<file path="src/rtl/seg_seven_pkg.sv">
// Purpose: shared constants for the seven-segment capture block (pattern table, blank code, FSM states).
// Latency: n/a (declarations only).
// Backpressure: n/a (declarations only).
package seg_seven_pkg;

  // Active-low segment patterns, index = displayed nibble value (bit 0 = a ... bit 6 = g).
  localparam logic [0:15][6:0] SEG_PATTERNS = '{
    7'h40, 7'h79, 7'h24, 7'h30, 7'h19, 7'h12, 7'h02, 7'h78,
    7'h00, 7'h10, 7'h08, 7'h03, 7'h46, 7'h21, 7'h06, 7'h0E
  };

  // All segments off: a dark digit, not an error.
  localparam logic [6:0] BLANK_PATTERN = 7'h7F;

  typedef enum logic [1:0] {
    SETTLE  = 2'd0,
    CAPTURE = 2'd1,
    HOLD    = 2'd2
  } cap_state_t;

endpackage

</file>
<file path="src/rtl/seg_seven_pattern_decode.sv">
// Purpose: map one active-low segment pattern to nibble / blank / error flags.
// Latency: purely combinational.
// Backpressure: none; output follows input.
module seg_seven_pattern_decode
  import seg_seven_pkg::*;
(
  input  logic [6:0] seg_n,
  output logic [3:0] nibble,
  output logic       blank,
  output logic       err
);

  logic hit;

  // Table lookup; blank and unknown patterns both report nibble 0.
  always_comb begin
    nibble = 4'h0;
    blank  = 1'b0;
    err    = 1'b0;
    hit    = 1'b0;
    for (int i = 0; i < 16; i++) begin
      if (seg_n == SEG_PATTERNS[i]) begin
        nibble = 4'(i);
        hit    = 1'b1;
      end
    end
    if (seg_n == BLANK_PATTERN) begin
      blank = 1'b1;
    end else if (!hit) begin
      err = 1'b1;
    end
  end

endmodule

</file>
<file path="src/rtl/seg_seven_capture.sv">
// Purpose: observe a multiplexed 7-segment display and rebuild the shown value frame by frame.
// Latency: STABLE_CYCLES samples to capture a digit, +1 cycle to frame_valid (+2 with SEG_SEVEN_CAPTURE_SYNC_EN).
// Backpressure: none; passive monitor, frames are overwritten if not consumed.
module seg_seven_capture
  import seg_seven_pkg::*;
#(
  parameter int NUM_DIGITS    = 4,
  parameter int STABLE_CYCLES = 4
) (
  input  logic                    clk,
  input  logic                    rst_n,
  input  logic [NUM_DIGITS-1:0]   an_n,
  input  logic [6:0]              seg_n,
  output logic [4*NUM_DIGITS-1:0] value,
  output logic                    frame_valid,
  output logic [NUM_DIGITS-1:0]   blank,
  output logic [NUM_DIGITS-1:0]   err
);

  logic [NUM_DIGITS-1:0] an_smp;
  logic [6:0]            seg_smp;

`ifdef SEG_SEVEN_CAPTURE_SYNC_EN
  logic [NUM_DIGITS-1:0] an_s1_q, an_s1_d, an_s2_q, an_s2_d;
  logic [6:0]            seg_s1_q, seg_s1_d, seg_s2_q, seg_s2_d;

  // Two-stage synchronizer shift for the asynchronous display lines.
  always_comb begin
    an_s1_d  = an_n;
    seg_s1_d = seg_n;
    an_s2_d  = an_s1_q;
    seg_s2_d = seg_s1_q;
  end

  // Synchronizer flops idle high (nothing selected, all segments dark).
  always_ff @(posedge clk or negedge rst_n) begin
    if (!rst_n) begin
      an_s1_q  <= '1;
      seg_s1_q <= '1;
      an_s2_q  <= '1;
      seg_s2_q <= '1;
    end else begin
      an_s1_q  <= an_s1_d;
      seg_s1_q <= seg_s1_d;
      an_s2_q  <= an_s2_d;
      seg_s2_q <= seg_s2_d;
    end
  end

  assign an_smp  = an_s2_q;
  assign seg_smp = seg_s2_q;
`else
  assign an_smp  = an_n;
  assign seg_smp = seg_n;
`endif

  logic [NUM_DIGITS-1:0]   an_q, an_d;
  logic [6:0]              seg_q, seg_d;
  logic [7:0]              cnt_q, cnt_d;
  cap_state_t              state_q, state_d;
  logic [NUM_DIGITS-1:0]   seen_q, seen_d;
  logic [4*NUM_DIGITS-1:0] sh_val_q, sh_val_d;
  logic [NUM_DIGITS-1:0]   sh_blank_q, sh_blank_d;
  logic [NUM_DIGITS-1:0]   sh_err_q, sh_err_d;
  logic [4*NUM_DIGITS-1:0] value_q, value_d;
  logic [NUM_DIGITS-1:0]   blank_q, blank_d;
  logic [NUM_DIGITS-1:0]   err_q, err_d;
  logic                    frame_valid_q, frame_valid_d;

  logic [3:0] low_cnt;
  logic       sel;
  logic       change;
  logic       stable;
  logic       capture;
  logic [3:0] dec_nibble;
  logic       dec_blank;
  logic       dec_err;

  // Decode the previously sampled pattern: that is the one which proved stable.
  seg_seven_pattern_decode u_decode (
    .seg_n  (seg_q),
    .nibble (dec_nibble),
    .blank  (dec_blank),
    .err    (dec_err)
  );

  // Selection check, change detect and saturating stability counter.
  always_comb begin
    low_cnt = 4'd0;
    for (int i = 0; i < NUM_DIGITS; i++) begin
      low_cnt = low_cnt + {3'b000, ~an_smp[i]};
    end
    sel    = (low_cnt == 4'd1);
    change = (an_smp != an_q) || (seg_smp != seg_q);
    an_d   = an_smp;
    seg_d  = seg_smp;
    if (change || !sel) begin
      cnt_d = 8'd0;
    end else if (cnt_q == 8'hFF) begin
      cnt_d = cnt_q;
    end else begin
      cnt_d = cnt_q + 8'd1;
    end
    stable = sel && (cnt_d >= 8'(STABLE_CYCLES - 1));
  end

  // Dwell FSM: one capture per dwell. cnt_q == 0 in HOLD means the pair
  // changed during the CAPTURE cycle, so that new dwell must be counted too.
  always_comb begin
    state_d = state_q;
    capture = 1'b0;
    case (state_q)
      SETTLE: begin
        if (stable) state_d = CAPTURE;
      end
      CAPTURE: begin
        capture = 1'b1;
        state_d = HOLD;
      end
      HOLD: begin
        if (change || cnt_q == 8'd0) state_d = SETTLE;
      end
      default: state_d = SETTLE;
    endcase
  end

  // Shadow frame assembly and publish; a capture on the publish cycle opens the next frame.
  always_comb begin
    sh_val_d      = sh_val_q;
    sh_blank_d    = sh_blank_q;
    sh_err_d      = sh_err_q;
    seen_d        = seen_q;
    value_d       = value_q;
    blank_d       = blank_q;
    err_d         = err_q;
    frame_valid_d = 1'b0;
    if (&seen_q) begin
      value_d       = sh_val_q;
      blank_d       = sh_blank_q;
      err_d         = sh_err_q;
      frame_valid_d = 1'b1;
      seen_d        = '0;
    end
    if (capture) begin
      for (int i = 0; i < NUM_DIGITS; i++) begin
        if (!an_q[i]) begin
          sh_val_d[4*i +: 4] = dec_nibble;
          sh_blank_d[i]      = dec_blank;
          sh_err_d[i]        = dec_err;
          seen_d[i]          = 1'b1;
        end
      end
    end
  end

  // State registers; reset drops any partially assembled frame.
  always_ff @(posedge clk or negedge rst_n) begin
    if (!rst_n) begin
      an_q          <= '1;
      seg_q         <= '1;
      cnt_q         <= 8'd0;
      state_q       <= SETTLE;
      seen_q        <= '0;
      sh_val_q      <= '0;
      sh_blank_q    <= '0;
      sh_err_q      <= '0;
      value_q       <= '0;
      blank_q       <= '0;
      err_q         <= '0;
      frame_valid_q <= 1'b0;
    end else begin
      an_q          <= an_d;
      seg_q         <= seg_d;
      cnt_q         <= cnt_d;
      state_q       <= state_d;
      seen_q        <= seen_d;
      sh_val_q      <= sh_val_d;
      sh_blank_q    <= sh_blank_d;
      sh_err_q      <= sh_err_d;
      value_q       <= value_d;
      blank_q       <= blank_d;
      err_q         <= err_d;
      frame_valid_q <= frame_valid_d;
    end
  end

  assign value       = value_q;
  assign blank       = blank_q;
  assign err         = err_q;
  assign frame_valid = frame_valid_q;

endmodule

</file>
<file path="config.mk">
export PLATFORM = sky130hd
export DESIGN_NAME = seg_seven_capture
export DESIGN_NICKNAME = d
export VERILOG_FILES = /design/src/rtl/seg_seven_pkg.sv /design/src/rtl/seg_seven_pattern_decode.sv /design/src/rtl/seg_seven_capture.sv
export SDC_FILE = /design/constraint.sdc
export NUM_CORES = 1
export LEC_CHECK = 0
export ABC_AREA = 1
export BUFFER_PORTS_ARGS = -buffer_cell sky130_fd_sc_hd__buf_4
export CORE_ASPECT_RATIO = 1.25
export CORE_UTILIZATION = 35
export CTS_BUF_LIST = sky130_fd_sc_hd__clkbuf_2 sky130_fd_sc_hd__clkbuf_4 sky130_fd_sc_hd__clkbuf_8
export DETAILED_ROUTE_END_ITERATION = 16
export SYNTH_ARGS = -nofsm -noshare
export SYNTH_HDL_FRONTEND = slang
export SYNTH_HIERARCHICAL = 1
export SYNTH_SLANG_ARGS = --single-unit
</file>
<file path="constraint.sdc">
create_clock -name clk -period 1.7 [get_ports clk]
set_input_delay 0.17 -clock clk [delete_from_list [all_inputs] [get_ports clk]]
set_output_delay 0.17 -clock clk [all_outputs]
set_load 0.1 [all_outputs]
</file>
# [After elaboration in Yosys (flattened, before gate mapping)]
# Index checks and enable logic that the tools add are counted.
# Widths: inputs -> output; s select.
[word_totals] output_inout_bits=25 reg_bits=74 in_bits=13
[op_classes] add_sub_neg=4 n_lt_le_gt_ge=1 n_mux=47 eq_ne=24 n_reduce_logical=14 bitwise=8
[op_table] operator="$mux 4" count=10
[op_table] operator="$eq 7x7->1 const B" count=5
[op_table] operator="$mux 1" count=26
[op_table] operator="$eq 7x5->1 const B" count=3
[op_table] operator="$eq 7x6->1 const B" count=3
[op_table] operator="$mux 8" count=2
[op_table] operator="$eq 7x2->1 const B" count=2
[op_table] operator="$eq 7x4->1 const B" count=2
[op_table] operator="$mux 3" count=4
[op_table] operator="$reduce_and 2->1" count=5
[op_table] operator="$add 8x1->8 const B" count=1
[op_table] operator="$eq 8x8->1 const B" count=1
[op_table] operator="$ge 8x2->1 const B" count=1
[op_table] operator="$logic_not 8->1" count=1
[op_table] operator="$mux 2" count=4
[op_table] operator="$not 1->1" count=8
[op_table] operator="$eq 7x3->1 const B" count=1
[op_table] operator="$logic_not 7->1" count=1
[op_table] operator="$ne 7x7->1" count=1
[op_table] operator="$pmux 2 s3" count=1
[op_table] operator="$add 3x1->4" count=1
[op_table] operator="$eq 4x1->1 const B" count=1
[op_table] operator="$ne 2x2->1 const B" count=2
[op_table] operator="$ne 4x4->1" count=1
[op_table] operator="9 further kinds" count=11

# [Longest topological paths before layout]
[logic_depth] word_depth=19 mapped_depth=11 ltp_nobuf=11

# [By module]
# The synthesis kept the hierarchy.
[modules_own_cells] mod="seg_seven_capture" area_per_inst_um2=3166.8 cells_per_inst=310 instances=1 seq_area_each_um2=1865.5
[modules_own_cells] mod="seg_seven_pattern_decode" area_per_inst_um2=314.1 cells_per_inst=64 instances=1 seq_area_each_um2=0.0

# [Least setup slack after synthesis]
# No wires, ideal clock.
[synth_timing] kind="input -> register" start="input an_n[0]" end="register state_q[0]" arrival_time_ns=1.874 required_ns=1.629 path_stages=11 path_slack_ns=-0.245 cell_sequence="fa_1 > inv_1 > ha_1 > ha_1 > nor3_4 > inv_1 > nor2_1 > o21ai_1 > nand2_1 > nor2_1 > nor2_1"
[synth_via] elab_chain_cells=12 word_cells_on_any_way=16 cone_classes="add/sub (3); order compare (1); eq/ne (4); mux (1); bitwise (1); reduce/logical (6)"
[synth_rtl] element="from (decl)" line="seg_seven_capture.sv:12" text="input logic [NUM_DIGITS-1:0] an_n,"
[synth_rtl] element="$not 1->1" line="seg_seven_capture.sv:91" text="low_cnt = low_cnt + {3'b000, ~an_smp[i]};"
[synth_rtl] element="$add 1x1->2" line="seg_seven_capture.sv:91"
[synth_rtl] element="$add 2x1->3" line="seg_seven_capture.sv:91"
[synth_rtl] element="$add 3x1->4" line="seg_seven_capture.sv:91"
[synth_rtl] element="$eq 4x1->1" line="seg_seven_capture.sv:93" text="sel = (low_cnt == 4'd1);"
[synth_rtl] element="$logic_not 1->1" line="seg_seven_capture.sv:97" text="if (change || !sel) begin"
[synth_rtl] element="$logic_or 1x1->1" line="seg_seven_capture.sv:97"
[synth_rtl] element="$mux 8" line="seg_seven_capture.sv:97"
[synth_rtl] element="$ge 8x2->1" line="seg_seven_capture.sv:104" text="stable = sel && (cnt_d >= 8'(STABLE_CYCLES - 1));"
[synth_rtl] element="$logic_and 1x1->1" line="seg_seven_capture.sv:104"
[synth_rtl] element="$ne 2x2->1 (no source line)"
[synth_rtl] element="$reduce_and 2->1 (no source line) *"
[synth_rtl] element="to (signal assigned)" line="seg_seven_capture.sv:175" text="state_q <= state_d;"
[synth_rtl] element="to (decl)" line="seg_seven_capture.sv:60" text="cap_state_t state_q, state_d;"
# Every way passes the cells marked *; elsewhere a longest branch is shown, timed or not.
# A chain may end at the register's enable or synchronous reset.

# [Worst setup path after layout]
[layout_timing] start="register seg_q[6]" end="register sh_err_q[2]"
[layout_via] elab_chain_cells=19 word_cells_on_any_way=35 cone_classes="eq/ne (16); mux (18); reduce/logical (1)"
[layout_rtl] element="from (decl)" line="seg_seven_capture.sv:58" text="logic [6:0] seg_q, seg_d;"
[layout_rtl] element="from (signal assigned)" line="seg_seven_capture.sv:173" text="seg_q <= seg_d;"
[layout_rtl] element="$eq 7x7->1" line="seg_seven_pattern_decode.sv:22" text="if (seg_n == SEG_PATTERNS[i]) begin"
[layout_rtl] element="$mux 1 (16 in a row)" line="seg_seven_pattern_decode.sv:22"
[layout_rtl] element="$mux 1" line="seg_seven_pattern_decode.sv:29" text="end else if (!hit) begin"
[layout_rtl] element="$mux 1 *" line="seg_seven_pattern_decode.sv:27" text="if (seg_n == BLANK_PATTERN) begin"
[layout_rtl] element="via dec_err" line="seg_seven_capture.sv:77" text="logic dec_err;"
[layout_rtl] element="to (signal assigned)" line="seg_seven_capture.sv:179" text="sh_err_q <= sh_err_d;"
[layout_rtl] element="to (decl)" line="seg_seven_capture.sv:64" text="logic [NUM_DIGITS-1:0] sh_err_q, sh_err_d;"
# Mark *: on every way through the listed nets, which the timed path passes. The rest lies on a longest branch.

==> metrics.md <==
| Metric | Value |
|---|---|
| Max Clock Skew | 11.5 ps |
| Global placement routability congestion | 0.836 |
| Vias per inst | 4.60 |
| Mapped Cells | 374 |
| FMAX | 629 MHz |
| Met3 usage | 0.0353 |
| Setup CP Type | flip-flop to flip-flop |
| Register area share after synthesis | 0.536 |
| Final slew viol count | 0 |
| Min cycle time layout | 1590 ps |
| Root buffer cell | clkbuf_8 |
| Area of the mapped netlist | 3480 um^2 |
| Synth top area cells | dfrtp_1 45%, nand2_1 9.1%, dfstp_2 8.3% |
| CP Data Arrival Time | 1810 ps |
| HPWL Detailed | 4960 um |
| Design area | 4360 um^2 |
| Hold Path Class | primary input to flip-flop |
| Final nets | 456 |
| Die Ht | 113 um |
| FP Rows | 40 |
| Largest area contributor in the netlist | dfrtp_1 |
| List of most frequent post-synthesis cells | 84 x nand2_1, 63 x dfrtp_1, 51 x inv_1 |
| Max_slew headroom | 0.666 |
| Final hold slack | 55.3 ps |
| Final routed DRC violation total | 0 |
| Met1 Usage GRT | 0.164 |
| WL/cell | 11.9 um |
| CTS sink count | 74 |
| Total Routing Usage GR | 0.142 |
| Net count after synthesis | 392 |
| CTS tree | built |
| Routed vias | 2620 |
| Vias in the first global route | 2566 |
| Total design power | 0.00325 W |
| Layout cells sized above 1 | 0.300 |
| CP max FO | 6 |
| Die Area | 10400 um^2 |
| Synth-to-Final Area Change | 25.3% |
| Syn_area_per_cell | 9.31 um^2 |
| Bufs on Longest Clock Path | 2 |
| GR Util met2 | 0.249 |
| CP required | 1920 ps |
| Synth Flop Type | dfrtp_1 |
| Post-synth ARST share | 1.00 |
| H-tree depth | 3 |
| Maximum VDD drop | 0.262 mV |
| Most frequent cell after synthesis | nand2_1 |
| Share of Yosys cell area claimed by the top area cell type | 0.453 |
| Number of max-cap violations | 0 |
| I/O pin count | 38 |
| Antenna-violating nets left | 0 |
| CP Capture Type | flip-flop |
| WL final | 6740 um |
| Initial Utilization | 0.360 |
| Hold Fails Final Rpt | 0 |
| Pleak | 2.20 nW |
| Initial antenna violation count | 0 |
| Total gr overflow | 0 |
| ANT cells | 0 |
| Pwr dens | 745 nW/um^2 |
| Number of synthesized flops with an enable pin | 0 |
| Placed cell areas | 4010 um^2 |
| Width of the chip | 91.2 um |
| Clock latency on the worst-skew pair | 350 ps |
| Core ar. | 9660 um^2 |
| Final period utilization | 0.935 |
| IO Port Bufs | 37 |
| First-pass GRT wire length | 11500 um |
| Status | complete, no violations |
| Unique masters post-synth | 37 |
| Iter 0 DRT Violations | 109 |
| Slew @ Worst Pin | 500 ps |
| Setup crit start kind | flip-flop |
| Largest net degree at the start of global routing | 39 |
| CTS clock-pin slew for the worst setup and hold paths | 80 ps |
| Gr busiest metal | met2 |
| Final setup viols | 0 |
| Yosys reg bits | 74 |
| Drt pass-1 iters | 4 |
| TritonCTS Buffers | 9 |
| Unrepaired setup endpoints after global routing | true |
| Synth warn | 6 |
metal layers:
layer  vias up  wire, um  part of all wire
met2        64      3460              0.51
met4         0       114             0.017
met5         -         0                 0
li1       1324         -                 -
met3        13       277             0.041
met1      1219      2890              0.43
through the flow:
| step | instances | TNS, ps | worst slack [ps] | utilization |
|---|---|---|---|---|
| after floorplan | 374 | -125 | -41.4 | - |
| after global placement | 540 | -1090 | -170 | 0.415 |
| after detailed placement | 540 | -1730 | -238 | 0.415 |
| after CTS | 565 | 0 | 24.8 | 0.442 |
| after global routing | 569 | -257 | -56.2 | 0.451 |
| final | 569 | 0 | 111 | 0.451 |
where the power goes:
| group | leakage, nW | internal (W) | switching, W |
|---|---|---|---|
| sequential | 0.996 | 0.00178 | 0.0000189 |
| combinational | 1.11 | 0.000117 | 0.000147 |
| clock | 0.0891 | 0.000526 | 0.000656 |
critical path: stages, from the launching register on:
cell and delay [ps]:
dfstp_2 630, inv_2 70, nor2_2 170, nand3_1 130
nand2_1 120, nor2_2 40, nand3_1 90, nor2_2 50
inv_2 80, o21ai_1 70
worst paths after layout:
kind                       slack, ps   startpoint  cells past startpoint     endpoint
max                              110     seg_q[6]                      9  sh_err_q[2]
max in group asynchronous        770        rst_n                      3      an_q[2]
max reg2reg                      110     seg_q[6]                      9  sh_err_q[2]
min reg2reg                      480  sh_val_q[4]                      2  sh_val_q[4]
min in group asynchronous        340        rst_n                      2    value[13]
min                               60      an_n[1]                      2      an_q[1]
placed cells by master (no fill, tap or decap), drive strengths merged, types with 11 or more instances in the layout:
cell type,Yosys,layout
nand2,86,86
dfrtp,63,63
inv,55,56
buf,4,52
nor2,36,36
o21ai,34,34
mux2,24,24
nand3,18,18
dfstp,11,11
kinds of logic (layout without fill, tap and decap cells):
| family | after synthesis | in the layout | share of synthesized area |
|---|---|---|---|
| DFF | 74 | 74 | 0.536 |
| and+or+nand+nor | 157 | 157 | 0.205 |
| muxes | 24 | 24 | 0.0776 |
| adders and majority gates | 5 | 5 | 0.0201 |
| buffers and inverters | 63 | 132 | 0.0737 |
| AOI/OAI and AO/OA | 44 | 44 | 0.0697 |
| xor gates and xnor gates | 7 | 7 | 0.0176 |
state kept, by name, summed over array words and instances, names as in the netlist, 2 cells and up:
signal      cells
state_q         2
cnt_q           8
err             4
value          16
an_q            4
seg_q           7
sh_blank_q      4
blank           4
sh_err_q        4
seen_q          4
sh_val_q       16
final cells by class:
cell class                      count  area, um^2
Clock buffer                        9         124
Tap cell                          126         158
Sequential cell                    74        1870
Timing Repair Buffer               61         518
Inverter                           55         206
Fill cell                         926        5300
Multi-Input combinational cell    237        1440
Clock inverter                      7        45.0
repair_timing:
item,in CTS,in global routing
hold buffers,9,0
pin swaps,0,2
resized for setup,1,21
buffers inserted,0,4
hold endpoints to repair,37,0
gates cloned,0,0
setup endpoints to repair,1,20
No activity file was read; power rests on OpenSTA's default activity.
